==> src/rtl/regfile_mp_if.sv <==
// Register-file access bundle: read ports, write ports, issue strobe and scoreboard view.
// Latency: none of its own; wires only.
// Backpressure: none; the issue stage consults busy_vec/rd_busy before using a read.
interface regfile_mp_if #(
  parameter int XLEN      = 32,
  parameter int REG_COUNT = 32,
  parameter int NUM_RD    = 2,
  parameter int NUM_WR    = 1
);
  localparam int AW = $clog2(REG_COUNT);

  // Read side (decode/issue)
  logic [NUM_RD-1:0]      rd_en;
  logic [NUM_RD*AW-1:0]   rd_addr;
  logic [NUM_RD*XLEN-1:0] rd_data;
  logic [NUM_RD-1:0]      rd_busy;

  // Write side (writeback)
  logic [NUM_WR-1:0]      wr_en;
  logic [NUM_WR*AW-1:0]   wr_addr;
  logic [NUM_WR*XLEN-1:0] wr_data;

  // Scoreboard set and view
  logic                   iss_en;
  logic [AW-1:0]          iss_addr;
  logic [REG_COUNT-1:0]   busy_vec;

  // Pipeline side: drives reads, writes and issues
  modport master (
    output rd_en, rd_addr, wr_en, wr_addr, wr_data, iss_en, iss_addr,
    input  rd_data, rd_busy, busy_vec
  );

  // Register file side
  modport slave (
    input  rd_en, rd_addr, wr_en, wr_addr, wr_data, iss_en, iss_addr,
    output rd_data, rd_busy, busy_vec
  );
endinterface

==> src/rtl/regfile_mp.sv <==
// Multi-port integer register file with x0 hard-wired, write-to-read bypass and pending-write scoreboard.
// Latency: reads are combinational (0 cycles); writes and scoreboard updates land on the next clk edge.
// Backpressure: none; rd_busy flags a read whose producer is still in flight so issue can stall.
module regfile_mp #(
  parameter int XLEN      = 32,
  parameter int REG_COUNT = 32,
  parameter int NUM_RD    = 2,
  parameter int NUM_WR    = 1,
  parameter bit BYPASS    = 1'b1
) (
  input logic         clk,
  input logic         rst_n,
  regfile_mp_if.slave rf
);
  localparam int AW = $clog2(REG_COUNT);

  // Unpacked views of the flat write buses; wr_vld already excludes x0 so
  // nothing downstream needs to special-case it again.
  logic [AW-1:0]     wr_addr_w [NUM_WR];
  logic [XLEN-1:0]   wr_data_w [NUM_WR];
  logic [NUM_WR-1:0] wr_vld;

  // Storage and scoreboard as seen by the read ports; entry 0 is constant zero.
  logic [XLEN-1:0]      rf_q [REG_COUNT];
  logic [REG_COUNT-1:0] busy_q;

  logic [NUM_RD*XLEN-1:0] rd_data_c;
  logic [NUM_RD-1:0]      rd_busy_c;

  // Split the write buses and qualify each port with a non-zero address
  always_comb begin
    for (int k = 0; k < NUM_WR; k++) begin
      wr_addr_w[k] = rf.wr_addr[k*AW +: AW];
      wr_data_w[k] = rf.wr_data[k*XLEN +: XLEN];
      wr_vld[k]    = rf.wr_en[k] && (rf.wr_addr[k*AW +: AW] != '0);
    end
  end

  assign rf_q[0]   = '0;
  assign busy_q[0] = 1'b0;

  // One block per architectural register so each shows up as g_reg[i].q /
  // g_reg[i].busy in waveforms.
  for (genvar i = 1; i < REG_COUNT; i++) begin : g_reg
    logic [XLEN-1:0] q;
    logic            busy;
    logic            wr_hit;
    logic [XLEN-1:0] wr_val;
    logic            iss_hit;

    // Write-port decode; later ports override earlier ones on a collision
    always_comb begin
      wr_hit = 1'b0;
      wr_val = q;
      for (int k = 0; k < NUM_WR; k++) begin
        if (wr_vld[k] && (wr_addr_w[k] == AW'(i))) begin
          wr_hit = 1'b1;
          wr_val = wr_data_w[k];
        end
      end
    end

    assign iss_hit = rf.iss_en && (rf.iss_addr == AW'(i));

    // Register contents; an async reset in the middle of a write discards it
    always_ff @(posedge clk or negedge rst_n) begin
      if (!rst_n) begin
        q <= '0;
      end else if (wr_hit) begin
        q <= wr_val;
      end
    end

    // Pending-write bit; a new issue beats a retiring write in the same cycle
    // because the newer producer is the one still in flight.
    always_ff @(posedge clk or negedge rst_n) begin
      if (!rst_n) begin
        busy <= 1'b0;
      end else if (iss_hit) begin
        busy <= 1'b1;
      end else if (wr_hit) begin
        busy <= 1'b0;
      end
    end

    assign rf_q[i]   = q;
    assign busy_q[i] = busy;
  end : g_reg

  // Per-read-port mux, bypass and hazard flag
  for (genvar p = 0; p < NUM_RD; p++) begin : g_rd
    logic [AW-1:0]   addr;
    logic [XLEN-1:0] data;
    logic            hit;
    logic            live;

    assign addr = rf.rd_addr[p*AW +: AW];
    // Reads of x0, disabled ports and reads during reset all return zero.
    assign live = rst_n && rf.rd_en[p] && (addr != '0);

    // Stored value, overridden by the highest-index same-cycle write when bypassing
    always_comb begin
      hit  = 1'b0;
      data = rf_q[addr];
      if (BYPASS) begin
        for (int k = 0; k < NUM_WR; k++) begin
          if (wr_vld[k] && (wr_addr_w[k] == addr)) begin
            hit  = 1'b1;
            data = wr_data_w[k];
          end
        end
      end
    end

    // Without bypass hit never rises, so a same-cycle write does not hide busy.
    assign rd_data_c[p*XLEN +: XLEN] = live ? data : '0;
    assign rd_busy_c[p]              = live && busy_q[addr] && !hit;
  end : g_rd

  assign rf.rd_data  = rd_data_c;
  assign rf.rd_busy  = rd_busy_c;
  // Registered scoreboard only; same-cycle issue/write effects show next cycle.
  assign rf.busy_vec = rst_n ? busy_q : '0;

endmodule

==> src/flat_wrapper.sv <==
// flat-port wrapper written by rule: the top's interface ports become plain ports
module regfile_mp_flat 
#(
  parameter int XLEN      = 32,
  parameter int REG_COUNT = 32,
  parameter int NUM_RD    = 2,
  parameter int NUM_WR    = 1,
  parameter bit BYPASS    = 1'b1
)
  (clk, rst_n, rf_rd_en, rf_rd_addr, rf_wr_en, rf_wr_addr, rf_wr_data, rf_iss_en, rf_iss_addr, rf_rd_data, rf_rd_busy, rf_busy_vec);
  regfile_mp_if #(.XLEN(XLEN), .REG_COUNT(REG_COUNT), .NUM_RD(NUM_RD), .NUM_WR(NUM_WR)) rf_i ();
  input logic clk;
  input logic rst_n;
  input wire logic [$bits(rf_i.rd_en)-1:0] rf_rd_en;
  input wire logic [$bits(rf_i.rd_addr)-1:0] rf_rd_addr;
  input wire logic [$bits(rf_i.wr_en)-1:0] rf_wr_en;
  input wire logic [$bits(rf_i.wr_addr)-1:0] rf_wr_addr;
  input wire logic [$bits(rf_i.wr_data)-1:0] rf_wr_data;
  input wire logic [$bits(rf_i.iss_en)-1:0] rf_iss_en;
  input wire logic [$bits(rf_i.iss_addr)-1:0] rf_iss_addr;
  output wire logic [$bits(rf_i.rd_data)-1:0] rf_rd_data;
  output wire logic [$bits(rf_i.rd_busy)-1:0] rf_rd_busy;
  output wire logic [$bits(rf_i.busy_vec)-1:0] rf_busy_vec;
  assign rf_i.rd_en = rf_rd_en;
  assign rf_i.rd_addr = rf_rd_addr;
  assign rf_i.wr_en = rf_wr_en;
  assign rf_i.wr_addr = rf_wr_addr;
  assign rf_i.wr_data = rf_wr_data;
  assign rf_i.iss_en = rf_iss_en;
  assign rf_i.iss_addr = rf_iss_addr;
  assign rf_rd_data = rf_i.rd_data;
  assign rf_rd_busy = rf_i.rd_busy;
  assign rf_busy_vec = rf_i.busy_vec;
  regfile_mp #(.XLEN(XLEN), .REG_COUNT(REG_COUNT), .NUM_RD(NUM_RD), .NUM_WR(NUM_WR), .BYPASS(BYPASS)) u_core (.clk(clk), .rst_n(rst_n), .rf(rf_i));
endmodule
==> config.mk <==
export PLATFORM = sky130hd
export DESIGN_NAME = regfile_mp_flat
export DESIGN_NICKNAME = d
export VERILOG_FILES = /design/src/rtl/regfile_mp_if.sv /design/src/rtl/regfile_mp.sv /design/src/flat_wrapper.sv
export SDC_FILE = /design/constraint.sdc
export NUM_CORES = 2
export LEC_CHECK = 0
export ABC_CLOCK_PERIOD_IN_PS = 2840
export CELL_PAD_IN_SITES_DETAIL_PLACEMENT = 1
export CELL_PAD_IN_SITES_GLOBAL_PLACEMENT = 2
export CORE_ASPECT_RATIO = 0.9
export CORE_UTILIZATION = 46
export CTS_CLUSTER_DIAMETER = 50
export DETAILED_ROUTE_END_ITERATION = 10
export PLACE_DENSITY = 0.89
export SYNTH_ARGS = -nofsm -noshare
export SYNTH_HDL_FRONTEND = slang
export SYNTH_SLANG_ARGS = --single-unit
==> constraint.sdc <==
create_clock -name clk -period 2.84 [get_ports clk]
set_clock_uncertainty 0.05 [all_clocks]
set_input_delay 0.284 -clock clk [delete_from_list [all_inputs] [get_ports clk]]
set_output_delay 0.284 -clock clk [all_outputs]
set_load 0.05 [all_outputs]
==> flow_summary.json <==
{
  "avgSynthCellArea_sq_um": 14.7,
  "vias_per_cell": 7.27,
  "fin_tns_setup_ns": -9.40,
  "syn_inst": 3795,
  "place_inst": 5471,
  "clk_latency_ns": 0.77,
  "cts_tree": "done",
  "ff2ff_setup_slack_ns": 1.70,
  "cts_made_buffers": 119,
  "finalNetCount": 4216,
  "synth_cell_types": 55,
  "die_width_um": 369,
  "layout-drive-gt1-share": 0.634,
  "clock_path_buffers": 3,
  "violations": "DRC, hold timing, setup timing",
  "wl_per_cell_um": 40.3,
  "hold_ws_ns": -0.407,
  "yosysWarnings": 0,
  "ioPinCount": 156,
  "cp-end-kind": "output pin",
  "worstMarginPinSlew_ns": 1.14,
  "async_flop_share": 1.00,
  "cts_root_buf": "clkbuf_16",
  "grt_max_degree": 194,
  "crit_path_max_incr_delay_ns": 0.54,
  "syn-num-nets": 3853,
  "grt_first_pass_wirelength_um": 324000,
  "worstPathRequired_ns": 2.51,
  "track_usage": 0.360,
  "max_slew_margin": 0.239,
  "max_freq_mhz": 314,
  "mappedNetlistArea_sq_um": 55800,
  "worst_slack_ns": -0.345,
  "rsz0062_at_grt": "yes",
  "wl_um": 236000,
  "h-tree-depth": 3,
  "rows": 120,
  "fin_cells": 5848,
  "path_clk_slew_ns": 0.07,
  "placement.io_buffers": 154,
  "antenna_left": 0,
  "initial_core_util": 0.466,
  "report.final.setup_viol": 63,
  "leakagePower_nw": 29.6,
  "gp_congestion": 0.848,
  "dieArea_sq_um": 123000,
  "fp.dieH_um": 332,
  "min_path_type": "input port to async pin",
  "vias": 42500,
  "globalRoute.totalOverflow": 0,
  "run_status": "finished with violations",
  "slew_violations": 0,
  "slowest_stage": "mux4_2",
  "area_growth_pct": 24.8,
  "finalHoldViolations": 203,
  "dp_hpwl_um": 125000,
  "startpoint_type": "register",
  "synth-edff-count": 0,
  "ir_drop_mv": 0.512,
  "core_area_sq_um": 120000,
  "crit_type": "register to output pin",
  "antenna_found_initial": 4,
  "crit_chain": "mux4_2 > nor2b_4 > a211oi_2 > a21oi_2 > a221o_1 > buf_12",
  "finalCriticalPeriod_ns": 3.18,
  "clock_sinks": 1023,
  "power_mw": 49.6,
  "drc": 60,
  "cp_max_fo": 3,
  "synth_seq_cells": 1023,
  "grt_pass1_vias": 44800,
  "final.period_utilization": 1.12,
  "maxCapViolCount": 0,
  "arrival_ns": 2.85,
  "p_per_area_nw_per_um2": 712,
  "ys_seq_area_frac": 0.459,
  "ys.flop_type": "dfrtp_1",
  "dr.pass1.iters": 8,
  "drt_iter0_markers": 5289
}
-- metal layers --
metal | routed length, um | track usage | vias to the layer above | part of all wire
met1 | 84100 | 0.470 | 22500 | 0.36
met3 | 26300 | 0.0867 | 1101 | 0.11
met4 | 18100 | 0.216 | 4 | 0.077
met5 | 25 | 0 | - | 0.00011
met2 | 107000 | 0.546 | 3430 | 0.45
li1 | - | - | 15500 | -
-- synthesized netlist by cell type, types with 2 or more instances --
cell type     n  area [sq um]
a22oi_2      29           363
nor3_1       41           205
mux2_2     1052         11800
nor2_2        3          18.8
nor2_1       30           113
and3_1       29           181
or2_2         3          18.8
buf_4        22           165
nand4_1       4          25.0
buf_6        19           214
and2_1       33           206
o21ai_0      31           155
a22oi_1      67           503
nand2b_1      7          43.8
nand2_1      61           229
a211oi_1     31           233
mux2i_1      68           681
o32ai_1       3          26.3
nand4b_1      2          17.5
nand3b_1      3          22.5
dfrtp_1    1023         25600
mux2_1        9           101
a22o_1       11          96.3
buf_2       141           706
o311a_1       2          20.0
xor2_1       10          87.6
a311oi_4      2          52.6
mux4_2      462         10400
a221o_1      59           591
nor2b_1     103           644
o21ai_2       9          78.8
nand3_1       9          45.0
buf_1        61           229
clkbuf_1    176           661
o21ai_1      23           115
o31ai_1       5          37.5
a221oi_1     67           587
a21oi_1      60           300
inv_1         8          30.0
a31oi_1       2          12.5
-- cell type report --
class | count | area (sq um)
inverter | 8 | 30.0
clock inverter | 71 | 790
fill | 10700 | 50000
multi-input combinational | 2345 | 30100
timing repair buffer | 661 | 7870
sequential | 1023 | 25600
antenna | 1 | 2.50
clock buffer | 153 | 3310
tap | 1586 | 1980
-- cell usage in the layout, fill, tap and decap left out, types with 15 or more instances in the layout --
cell type | netlist | final
nor2_4 | 0 | 18
nand2_1 | 61 | 26
nand2_2 | 0 | 33
a21oi_1 | 60 | 28
clkdlybuf4s50_1 | 0 | 56
buf_4 | 22 | 361
buf_6 | 19 | 23
nor3_2 | 1 | 22
nor2b_4 | 0 | 24
dfrtp_1 | 1023 | 1017
a21oi_2 | 0 | 30
nor2b_2 | 0 | 23
a211oi_2 | 0 | 24
clkbuf_8 | 0 | 16
buf_12 | 0 | 208
clkbuf_16 | 0 | 123
o21ai_4 | 0 | 15
a221oi_2 | 0 | 46
nor3_1 | 41 | 20
mux2_2 | 1052 | 1048
o21ai_0 | 31 | 31
and2_1 | 33 | 31
o21ai_2 | 9 | 17
a22oi_1 | 67 | 27
a221o_1 | 59 | 57
a22oi_2 | 29 | 69
mux4_2 | 462 | 462
mux2i_1 | 68 | 58
clkinv_2 | 0 | 29
and3_1 | 29 | 27
nor2b_1 | 103 | 56
clkbuf_1 | 176 | 17
-- power by group --
group          total [mW]  internal [mW]  switching (mW)  leakage [nW]
combinational        12.6           6.86            5.78          14.6
clock                16.6           9.32            7.24          2.02
sequential           20.4           17.5            2.91          13.1
-- worst paths after layout --
path	from	end	cells past startpoint
setup / recovery	u_core.g_reg[20].q[4]	rf_rd_data[36]	6
hold / removal	rst_n	u_core.g_reg[11].busy	2
setup reg to reg	u_core.g_reg[31].q[30]	u_core.g_reg[31].q[30]	3
hold reg to reg	u_core.g_reg[27].q[3]	u_core.g_reg[27].q[3]	1
max in group asynchronous	rst_n	u_core.g_reg[6].q[21]	3
min in group clk	rf_iss_addr[1]	u_core.g_reg[12].busy	2
-- critical path: cells and delay by family (launching register included) --
kind / cells / cell delay, ns
muxes: 1 / 0.54
and+or+nand+nor: 1 / 0.17
buffers and inverters: 1 / 0.16
AOI/OAI and AO/OA: 3 / 0.77
DFF: 1 / 0.43
-- metrics by stage --
step | utilization | area, sq um | hold slack (ns) | setup WS [ns]
finish | 0.582 | 69700 | -0.407 | -0.345
floorplan | - | 55800 | -0.0616 | 0.0791
CTS | 0.574 | 68700 | -0.370 | -0.239
global placement | 0.524 | 62700 | 0.428 | -0.264
detailed placement | 0.524 | 62700 | 0.430 | -0.280
global route | 0.582 | 69700 | -0.363 | -0.374
-- sequential cells by signal (all words and copies together), names as in the netlist --
register,flops
u_core.g.busy,31
u_core.g.q,992
-- timing repair --
action,CTS,global route
cloned,0,1
endpoints found under the hold margin,203,203
setup buffers,107,50
setup endpoints to repair,66,66
pin swaps,120,82
resized for setup,247,127
-- kinds of logic after synthesis --
kind of cell | count (synthesis) | synth area share
compound gates | 407 | 0.0581
xor+xnor | 10 | 0.00157
buf+inv | 427 | 0.0359
flops | 1023 | 0.459
mux | 1591 | 0.413
other cells | 1 | 0.0000672
simple gates | 336 | 0.0330
Note: power is estimated with default switching activity, not from simulation.
